==> src/rtl/ps2_keycode_rx.sv <==
// PS/2 keyboard receiver: synchronises the PS/2 lines, deframes device-to-host bytes,
// and translates make/break scancodes of the game keys into an 8-bit usage code.
module ps2_keycode_rx #(
    parameter int SYNC_STAGES    = 2,
    parameter int TIMEOUT_CYCLES = 50000,
    parameter int TO_W           = 16
) (
    input  logic       Clk,
    input  logic       Reset,
    input  logic       PS2_Clk,
    input  logic       PS2_Data,
    output logic [7:0] keycode,
    output logic       key_event,
    output logic       byte_valid,
    output logic [7:0] rx_byte,
    output logic       frame_err
);

    typedef enum logic [1:0] {
        IDLE,
        DATA,
        PARITY,
        STOP
    } state_e;

    localparam logic [TO_W-1:0] TO_LAST = TO_W'(TIMEOUT_CYCLES - 1);

    logic [SYNC_STAGES-1:0] clk_sync_q, clk_sync_d;
    logic [SYNC_STAGES-1:0] data_sync_q, data_sync_d;
    logic                   clk_prev_q, clk_prev_d;
    state_e                 state_q, state_d;
    logic [2:0]             bit_cnt_q, bit_cnt_d;
    logic [7:0]             shift_q, shift_d;
    logic                   parity_q, parity_d;
    logic [TO_W-1:0]        to_cnt_q, to_cnt_d;
    logic                   ext_q, ext_d;
    logic                   brk_q, brk_d;
    logic [7:0]             rx_byte_q, rx_byte_d;
    logic                   byte_valid_q, byte_valid_d;
    logic                   frame_err_q, frame_err_d;
    logic [7:0]             keycode_q, keycode_d;
    logic                   key_event_q, key_event_d;

    logic       clk_s;
    logic       data_s;
    logic       fall;
    logic       timeout;
    logic       abort;
    logic [7:0] usage;

    function automatic logic [7:0] usage_of(input logic ext, input logic [7:0] sc);
        case ({ext, sc})
            9'h01C:  return 8'd4;
            9'h023:  return 8'd7;
            9'h016:  return 8'd30;
            9'h029:  return 8'd44;
            9'h05A:  return 8'd40;
            9'h076:  return 8'd41;
            9'h174:  return 8'd79;
            9'h16B:  return 8'd80;
            default: return 8'd0;
        endcase
    endfunction

    assign clk_s  = clk_sync_q[SYNC_STAGES-1];
    assign data_s = data_sync_q[SYNC_STAGES-1];
    assign fall   = clk_prev_q & ~clk_s;
    // A falling edge in the timeout cycle takes priority, so the frame keeps going.
    assign timeout = (state_q != IDLE) && !fall && (to_cnt_q == TO_LAST);

    always_comb begin
        // NOTE: every signal gets a default first so no path through this block infers a latch.
        clk_sync_d   = {clk_sync_q[SYNC_STAGES-2:0], PS2_Clk};
        data_sync_d  = {data_sync_q[SYNC_STAGES-2:0], PS2_Data};
        clk_prev_d   = clk_s;
        state_d      = state_q;
        bit_cnt_d    = bit_cnt_q;
        shift_d      = shift_q;
        parity_d     = parity_q;
        ext_d        = ext_q;
        brk_d        = brk_q;
        rx_byte_d    = rx_byte_q;
        byte_valid_d = 1'b0;
        frame_err_d  = 1'b0;
        keycode_d    = keycode_q;
        abort        = 1'b0;
        usage        = usage_of(ext_q, rx_byte_q);

        if (state_q == IDLE || fall) begin
            to_cnt_d = '0;
        end else begin
            to_cnt_d = to_cnt_q + 1'b1;
        end

        if (fall) begin
            case (state_q)
                IDLE: begin
                    if (!data_s) begin
                        state_d   = DATA;
                        bit_cnt_d = 3'd0;
                    end
                end
                DATA: begin
                    shift_d   = {data_s, shift_q[7:1]};
                    bit_cnt_d = bit_cnt_q + 3'd1;
                    if (bit_cnt_q == 3'd7) begin
                        state_d = PARITY;
                    end
                end
                PARITY: begin
                    parity_d = data_s;
                    state_d  = STOP;
                end
                STOP: begin
                    state_d = IDLE;
                    if (data_s && (^{shift_q, parity_q})) begin
                        rx_byte_d    = shift_q;
                        byte_valid_d = 1'b1;
                    end else begin
                        frame_err_d = 1'b1;
                        abort       = 1'b1;
                    end
                end
                default: state_d = IDLE;
            endcase
        end else if (timeout) begin
            state_d     = IDLE;
            frame_err_d = 1'b1;
            abort       = 1'b1;
            to_cnt_d    = '0;
        end

        if (byte_valid_q) begin
            case (rx_byte_q)
                8'hE0: ext_d = 1'b1;
                8'hF0: brk_d = 1'b1;
                default: begin
                    if (usage != 8'd0) begin
                        if (!brk_q) begin
                            keycode_d = usage;
                        end else if (keycode_q == usage) begin
                            keycode_d = 8'd0;
                        end
                    end
                    ext_d = 1'b0;
                    brk_d = 1'b0;
                end
            endcase
        end

        // A corrupted frame may have been part of a prefixed sequence; drop any pending prefix.
        if (abort) begin
            ext_d = 1'b0;
            brk_d = 1'b0;
        end

        key_event_d = (keycode_d != keycode_q);
    end

    // NOTE: sequential state uses non-blocking assignments so every flop samples pre-edge values.
    always_ff @(posedge Clk) begin
        if (Reset) begin
            clk_sync_q   <= '1;
            data_sync_q  <= '1;
            clk_prev_q   <= 1'b1;
            state_q      <= IDLE;
            bit_cnt_q    <= 3'd0;
            shift_q      <= 8'd0;
            parity_q     <= 1'b0;
            to_cnt_q     <= '0;
            ext_q        <= 1'b0;
            brk_q        <= 1'b0;
            rx_byte_q    <= 8'd0;
            byte_valid_q <= 1'b0;
            frame_err_q  <= 1'b0;
            keycode_q    <= 8'd0;
            key_event_q  <= 1'b0;
        end else begin
            clk_sync_q   <= clk_sync_d;
            data_sync_q  <= data_sync_d;
            clk_prev_q   <= clk_prev_d;
            state_q      <= state_d;
            bit_cnt_q    <= bit_cnt_d;
            shift_q      <= shift_d;
            parity_q     <= parity_d;
            to_cnt_q     <= to_cnt_d;
            ext_q        <= ext_d;
            brk_q        <= brk_d;
            rx_byte_q    <= rx_byte_d;
            byte_valid_q <= byte_valid_d;
            frame_err_q  <= frame_err_d;
            keycode_q    <= keycode_d;
            key_event_q  <= key_event_d;
        end
    end

    assign keycode    = keycode_q;
    assign key_event  = key_event_q;
    assign byte_valid = byte_valid_q;
    assign rx_byte    = rx_byte_q;
    assign frame_err  = frame_err_q;

endmodule

==> config.mk <==
export PLATFORM = sky130hd
export DESIGN_NAME = ps2_keycode_rx
export DESIGN_NICKNAME = d
export VERILOG_FILES = /design/src/rtl/ps2_keycode_rx.sv
export SDC_FILE = /design/constraint.sdc
export NUM_CORES = 1
export LEC_CHECK = 0
export BUFFER_PORTS_ARGS = -buffer_cell sky130_fd_sc_hd__buf_2
export CAP_MARGIN = 20
export CORE_MARGIN = 3
export CORE_UTILIZATION = 51
export CTS_BUF_LIST = sky130_fd_sc_hd__clkbuf_2 sky130_fd_sc_hd__clkbuf_4 sky130_fd_sc_hd__clkbuf_8
export DETAILED_ROUTE_END_ITERATION = 10
export PLACE_DENSITY = 0.7
export SKIP_CTS_REPAIR_TIMING = 1
export SYNTH_ARGS = -nofsm -noshare
export SYNTH_HDL_FRONTEND = slang
export SYNTH_SLANG_ARGS = --single-unit
==> constraint.sdc <==
create_clock -name Clk -period 3 [get_ports Clk]
set_input_delay 0.45 -clock Clk [delete_from_list [all_inputs] [get_ports Clk]]
set_output_delay 0.45 -clock Clk [all_outputs]
set_load 0.01 [all_outputs]
# Word level (Yosys, flattened, before mapping)
# Index checks and enable logic that the tools add are counted.
op_classes:
  add_sub_neg: 2
  mul: 0
  div_mod_pow: 0
  magnitude_cmp: 0
  n_eq_ne: 20
  shifts: 0
  mux: 23
  bitwise_logic: 6
  reduce_logical: 21
op_table:
  columns: ["cell", "n"]
  rows:
  - ["$pmux 7 s8", 1]
  - ["$mux 16", 3]
  - ["$mux 8", 5]
  - ["$eq 9x5->1 const B", 2]
  - ["$eq 9x6->1 const B", 2]
  - ["$eq 9x7->1 const B", 2]
  - ["$eq 9x9->1 const B", 2]
  - ["$add 16x1->16 const B", 1]
  - ["$eq 16x16->1 const B", 1]
  - ["$eq 8x8->1 const B", 2]
  - ["$reduce_and 3->1", 3]
  - ["$reduce_xor 9->1", 1]
  - ["$eq 8x8->1", 1]
  - ["$mux 2", 4]
  - ["$ne 8x8->1", 1]
  - ["$pmux 2 s4", 1]
  - ["$reduce_and 2->1", 4]
  - ["$reduce_bool 8->1", 1]
  - ["$ne 3x3->1 const B", 2]
  - ["$pmux 3 s2", 1]
  - ["$reduce_bool 2->1", 3]
  - ["$mux 1", 5]
  - ["$not 1->1", 5]
  - ["$eq 2x2->1 const B", 2]
  - ["13 further kinds", 17]
totals:
  register_bits: 56
  latchBits: 0
  ram_bits: 0
  rom_bits: 0
  input_bits: 4
  out_inout_bits: 19
  wordCells: 87
  n_memories: 0

# Logic depth before layout (Yosys ltp)
logic_depth:
  word_depth: 9
  ltp_mapped: 9
  depth_no_buf: 8

# Worst setup path after synthesis
# No wires, ideal clock.
synth_path:
  path_kind: "reg-to-reg"
  start: "reg rx_byte_q[1], in the netlist rx_byte[1]"
  end: "reg keycode_q[0], in the netlist keycode[0]"
  setup_time_ns: 0.117
  arrival_time_ns: 2.270
  required_ns: 2.883
  slack_ns: 0.613
  stages_incl_launch_ff: 9
  period_less_slack_ns: 2.387
  cell_sequence: "dfxtp_1 -> buf_2 -> or3b_1 -> a211o_1 -> and2_4 -> a22o_1 -> and4bb_1 -> a31oi_2 -> a32o_1"
synth_between:
  elab_chain_len: 8
  elab_cells_between_ends: 19
  cone_classes: "eq/ne (11); mux (6); reduce/logical (2)"
synth_lines:
  columns: ["item", "line", "source"]
  rows:
  - ["from (decl)", "38", "logic [7:0] rx_byte_q, rx_byte_d;"]
  - ["from (signal assigned)", "189", "rx_byte_q <= rx_byte_d;"]
  - ["$eq 9x9->1 (tied with other cells)", "52", "case ({ext, sc})"]
  - ["$pmux 7 s8", "52", null]
  - ["$eq 8x8->1", "141", "end else if (keycode_q == usage) begin"]
  - ["$mux 8", "141", null]
  - ["$mux 8", "139", "if (!brk_q) begin"]
  - ["$mux 8", "138", "if (usage != 8'd0) begin"]
  - ["$mux 8 *", "134", "case (rx_byte_q)"]
  - ["$mux 8 *", "133", "if (byte_valid_q) begin"]
  - ["to (signal assigned)", "192", "keycode_q <= keycode_d;"]
  - ["to (decl)", "41", "logic [7:0] keycode_q, keycode_d;"]
# Mark *: on every way between the ends. The rest lies on a longest branch, timed or not.
# A chain may end at the register's enable or synchronous reset.

# Worst setup path in the final report
layout_path:
  start: "reg rx_byte_q[4], in the netlist rx_byte[4]"
  end: "reg keycode_q[0], in the netlist keycode[0]"
# Same word-level chain as after synthesis.

==> results.md <==
- The total power consumption of the routed design is 0.00130 W.
- The pre-antenna-repair detailed-routing pass consisted of 4 iterations.
- Of all nets on the critical path, the largest fanout is 7.
- The number of buffers inserted during clock tree synthesis is 5.
- Summed over all nets, the half-perimeter wirelength after detailed placement is 3720 µm.
- After clock tree synthesis, the clock-pin slew on the worst setup and hold paths is 90 ps.
- The congestion estimate from routability-driven global placement came to 0.894.
- CTS saw 56 sinks.
- The number of max-capacitance violations reported is 0.
- Counting instances, the worst hold path has a depth of 2.
- The average cell area after synthesis is 8.72 µm².
- The worst path needs about 2500 ps of the cycle, external delays included.
- The horizontal die dimension is around 79 µm.
- TritonCTS built the clock tree.
- Together, buffers and inverters on the worst path number 0.
- Setup violations remaining at the end of the flow were counted as 0.
- Port buffering added 22 buffers.
- In this run the vertical extent of the chip is 79.0 µm.
- Counting tap cells, the placed design contains a total of between 300 and 400 instances.
- Setup total negative slack on the finished layout was measured at 0 ps.
- The routed via count divided by cell count is 5.52.
- The source-to-sink clock delay at the later pin of the worst-skew pair is 300 ps.
- At the pin with the least slew margin, the transition time is 702 ps.
- The startpoint of the most critical register-to-register path is rx_byte[4]$_SDFFE_PP0P_.
- The terminus of the critical flop-to-flop path is keycode[0]$_SDFF_PP0_.
- Entering global routing, the biggest net connects 41 pins.
- The final hold slack is 335 ps.
- The launch point of the worst hold path is PS2_Data.
- The die covers 0.00625 mm².
- The global-route usage over all layers is about 18%.
- Summed over all cells, the static leakage comes to 1.16 nW.
- The count of boundary I/O pins is 23.
- The sort of element at the start of the critical path is a flop.
- The kind of cell with the highest combined delay along the critical path is simple AND/OR/NAND/NOR gates.
- After synthesis the netlist holds a flip-flop and latch count of 56.
- The worst setup margin is 471 ps.
- Combinational logic burns 1.7% of the power.
- The commonest cells after synthesis are sky130_fd_sc_hd__dfxtp_1 (56), sky130_fd_sc_hd__nor2_1 (41), sky130_fd_sc_hd__nand3_1 (25).
- Summing the areas of all and, or, nand and nor instances in the mapped netlist gives 25.7% of the synthesized area.
- The flop-to-flop setup slack is 470 ps.
- The normalized max-slew margin is 53.2%.
- Dividing total power by cell area gives a power density of roughly 430 mW/mm².
- The initial antenna violation count is 0.
- The signal on the critical path passes through nor4bb_1 > nand3_1 > and2_1 > a22o_1 > and4bb_1 > a31oi_2 > a32o_1.
- The endpoint kind of the worst setup timing path is a flop.
- The worst-case IR drop observed on VDD is roughly 0.00045 V.
- After synthesis, the cell types taking the most area are sky130_fd_sc_hd__dfxtp_1 (41%), sky130_fd_sc_hd__nor2_1 (5.7%), sky130_fd_sc_hd__xnor2_1 (5.1%).
- The detail route stage leaves a number of antenna-violating nets equal to 0.
- Row generation in the floorplan step produced 25 rows.
- In the synthesized netlist the async set-or-reset flop fraction comes to 0%.
- Summing all flip-flop and latch instances after layout gives 0.00112 mm².
- The required time of the critical path is 3190 ps.
- The number of nets handed over by synthesis was 323.
- After detailed routing, the average wire length per cell comes to 13.2 µm.
- The floorplan core area is 0.00494 mm².
- The internal power of the cells totals 0.00105 W.
- Based on the critical path, the design can be clocked at up to 395 MHz.
- The post-route netlist has 14.2% of its cells at a drive strength greater than 1.
- The root buffer cell is sky130_fd_sc_hd__clkbuf_8.
- Summing the areas of all compound-gate instances in the mapped netlist gives 14.7% of the synthesized area.
- The number of design-rule violations left by the first detailed-router iteration is 94.
- The critical path is of the flop to flop type.
- After layout, the worst path uses a little over four fifths of the clock period.
- The top cell type by area accounts for 41.2% of the synthesized area.
- Measured against the total synthesized area, the mux share comes to 4.14%.
- The adder-cell share of the synthesized area is under 10%.
- The sequential group share of total power is ~58%.
- The hold violation total from the final report came to 0.
- The count of filler cells inserted in the layout is between 400 and 500.
- Yosys mapped the design onto 58 distinct sky130hd cell types.
- The via count of the first global-routing pass was roughly 2100.
- The net switching power is between 0.0002 and 0.00025 W.
- The repair_antennas step left the layout with diodes totalling 0.
- Across the routed clock network, the largest skew measured is 10.1 ps.
- The depth of the most critical reg-to-reg path is 7.
- The combined area of all synthesized cells is 0.00272 mm².
- The total wire length is 5240 µm.
- The most used standard cell by instance count after synthesis is sky130_fd_sc_hd__dfxtp_1.
- In the routed design, unresolved DRC markers number 0.
- The final-stage net count is 341.
- Summing all multi-input logic gate instances after layout gives 0.00151 mm².
- Of the total power, the share spent switching nets is 19.3%.
- The combinational family with the most area after synthesis is simple AND/OR/NAND/NOR gates.
- No sink is reached through more buffers than the 2 on the longest clock path.
- The count of H-tree levels built during CTS is 2.
- The register area share after synthesis is 41.2%.
- For this run, the number of Yosys warnings is 0.
- The initial core utilization is 55.1%.
- Synthesis produced a netlist whose cell count is around 310.
- Compared with the post-synthesis result, the final layout area differs by 10.5%.
- The slowest cell on the critical path is sky130_fd_sc_hd__nor4bb_1.
- Before CTS, the worst setup slack after placement is just over 500 ps.
- In this run the worst hold path is classified as primary input to flop.
- The final-report max-slew violation count was 0.
- For this run, the slowest stage of the critical path takes 540 ps.
- The routed layout has 2197 vias.
- The flow ran to the end, and the final reports show no timing, DRC or antenna violations.
- In this run, the clock network consumes slightly above 40% of the power.
- sky130_fd_sc_hd__dfxtp_1 takes more of the synthesized area than any other cell.
- The path with the worst hold slack has its endpoint at data_sync_q[0]$_SDFF_PP1_.
- The number of cells in the finished layout apart from fillers is 398.
- The first global-routing pass estimated 9170 µm of wire.
- Setup repair after global routing left no endpoint under its margin.
- The most frequently used flop master after synthesis is sky130_fd_sc_hd__dfxtp_1.
- After global routing the overflow that remains totals 0.
- The synthesized design contains 0 enable-type register cells.
- The post-synthesis share of cell area spent on xor and xnor gates is 7.72%.
- At the worst endpoint, the arrival time is 2720 ps.
==> sequential cells by signal (all words and copies together), names as in the netlist, 2 cells and up <==
signal	count
clk_sync_q	2
bit_cnt_q	3
data_sync_q	2
state_q	2
keycode	8
to_cnt_q	16
shift_q	8
rx_byte	8
==> worst reg2reg max path: cells and delay by family, from the launching register on <==
family	cells	cell delay [ps]
and+or+nand+nor	4	1290
AOI/OAI and AO/OA	3	710
DFF	1	420
==> power by group through the flow <==
| stage | Combinational, W | Sequential, W | Clock [W] |
|---|---|---|---|
| final | 0.0000217 | 0.000747 | 0.000527 |
| after detailed placement | 0.0000216 | 0.000765 | 0 |
| after global placement | 0.0000216 | 0.000765 | 0 |
| after global routing | 0.0000243 | 0.000748 | 0.000574 |
| after CTS | 0.0000217 | 0.000747 | 0.000543 |
| after floorplan | 0.0000158 | 0.000764 | 0 |
==> layout make-up <==
cell class	count	area share, %
Clock buffer	7	3.20
Inverter	11	1.37
Multi-Input combinational cell	232	50.2
Sequential cell	56	37.3
Timing Repair Buffer	24	4.16
Clock inverter	1	0.999
Tap cell	67	2.79
==> worst max-delay path by stage <==
stage / start / to / slack [ps] / cells after the start
6_report: rx_byte[4]$_SDFFE_PP0P_ / keycode[0]$_SDFF_PP0_ / 470 / 7
5_1_grt: rx_byte[4]$_SDFFE_PP0P_ / keycode[0]$_SDFF_PP0_ / 230 / 7
4_1_cts: rx_byte[1]$_SDFFE_PP0P_ / keycode[0]$_SDFF_PP0_ / 480 / 7
3_5_place_dp: rx_byte[1]$_SDFFE_PP0P_ / keycode[0]$_SDFF_PP0_ / 510 / 7
3_3_place_gp: rx_byte[3]$_SDFFE_PP0P_ / key_event$_SDFF_PP0_ / 530 / 8
2_1_floorplan: rx_byte[1]$_SDFFE_PP0P_ / keycode[0]$_SDFF_PP0_ / 610 / 8
==> kinds of logic (layout without fill, tap and decap cells) <==
logic type               count (synthesis)  after routing
flip-flops                              56             56
AO/OA/AOI/OAI                           55             55
AND/OR/NAND/NOR                        135            135
XOR/XNOR                                24             24
multiplexers                            11             11
buffers and inverters                   24             43
adder cells (fa/ha/maj)                  7              7
==> layer usage <==
metal,GRT usage [%],share of wire (%)
met5,0,0
met4,4.47,0.73
met3,3.74,3.0
met2,30.3,46
met1,22.9,50
==> metrics by stage <==
step / utilization [%] / area (µm²)
after floorplan: - / 2720
after global placement: 58.3 / 2880
after detailed placement: 58.3 / 2880
after CTS: 60.8 / 3010
after global routing: 60.8 / 3010
final: 60.8 / 3010
==> layout by cell type, fill, tap and decap left out, drive strengths merged, types with 4 or more instances in the layout <==
cell,count
dfxtp,56
nor3,6
xnor2,16
and3,4
and2,5
xor2,8
clkbuf,7
mux2i,9
a21oi,16
or2,7
nand2,23
o21ai,11
inv,11
buf,24
nor2,41
nand3,25
ha,7
No activity file was read; power rests on OpenSTA's default activity.
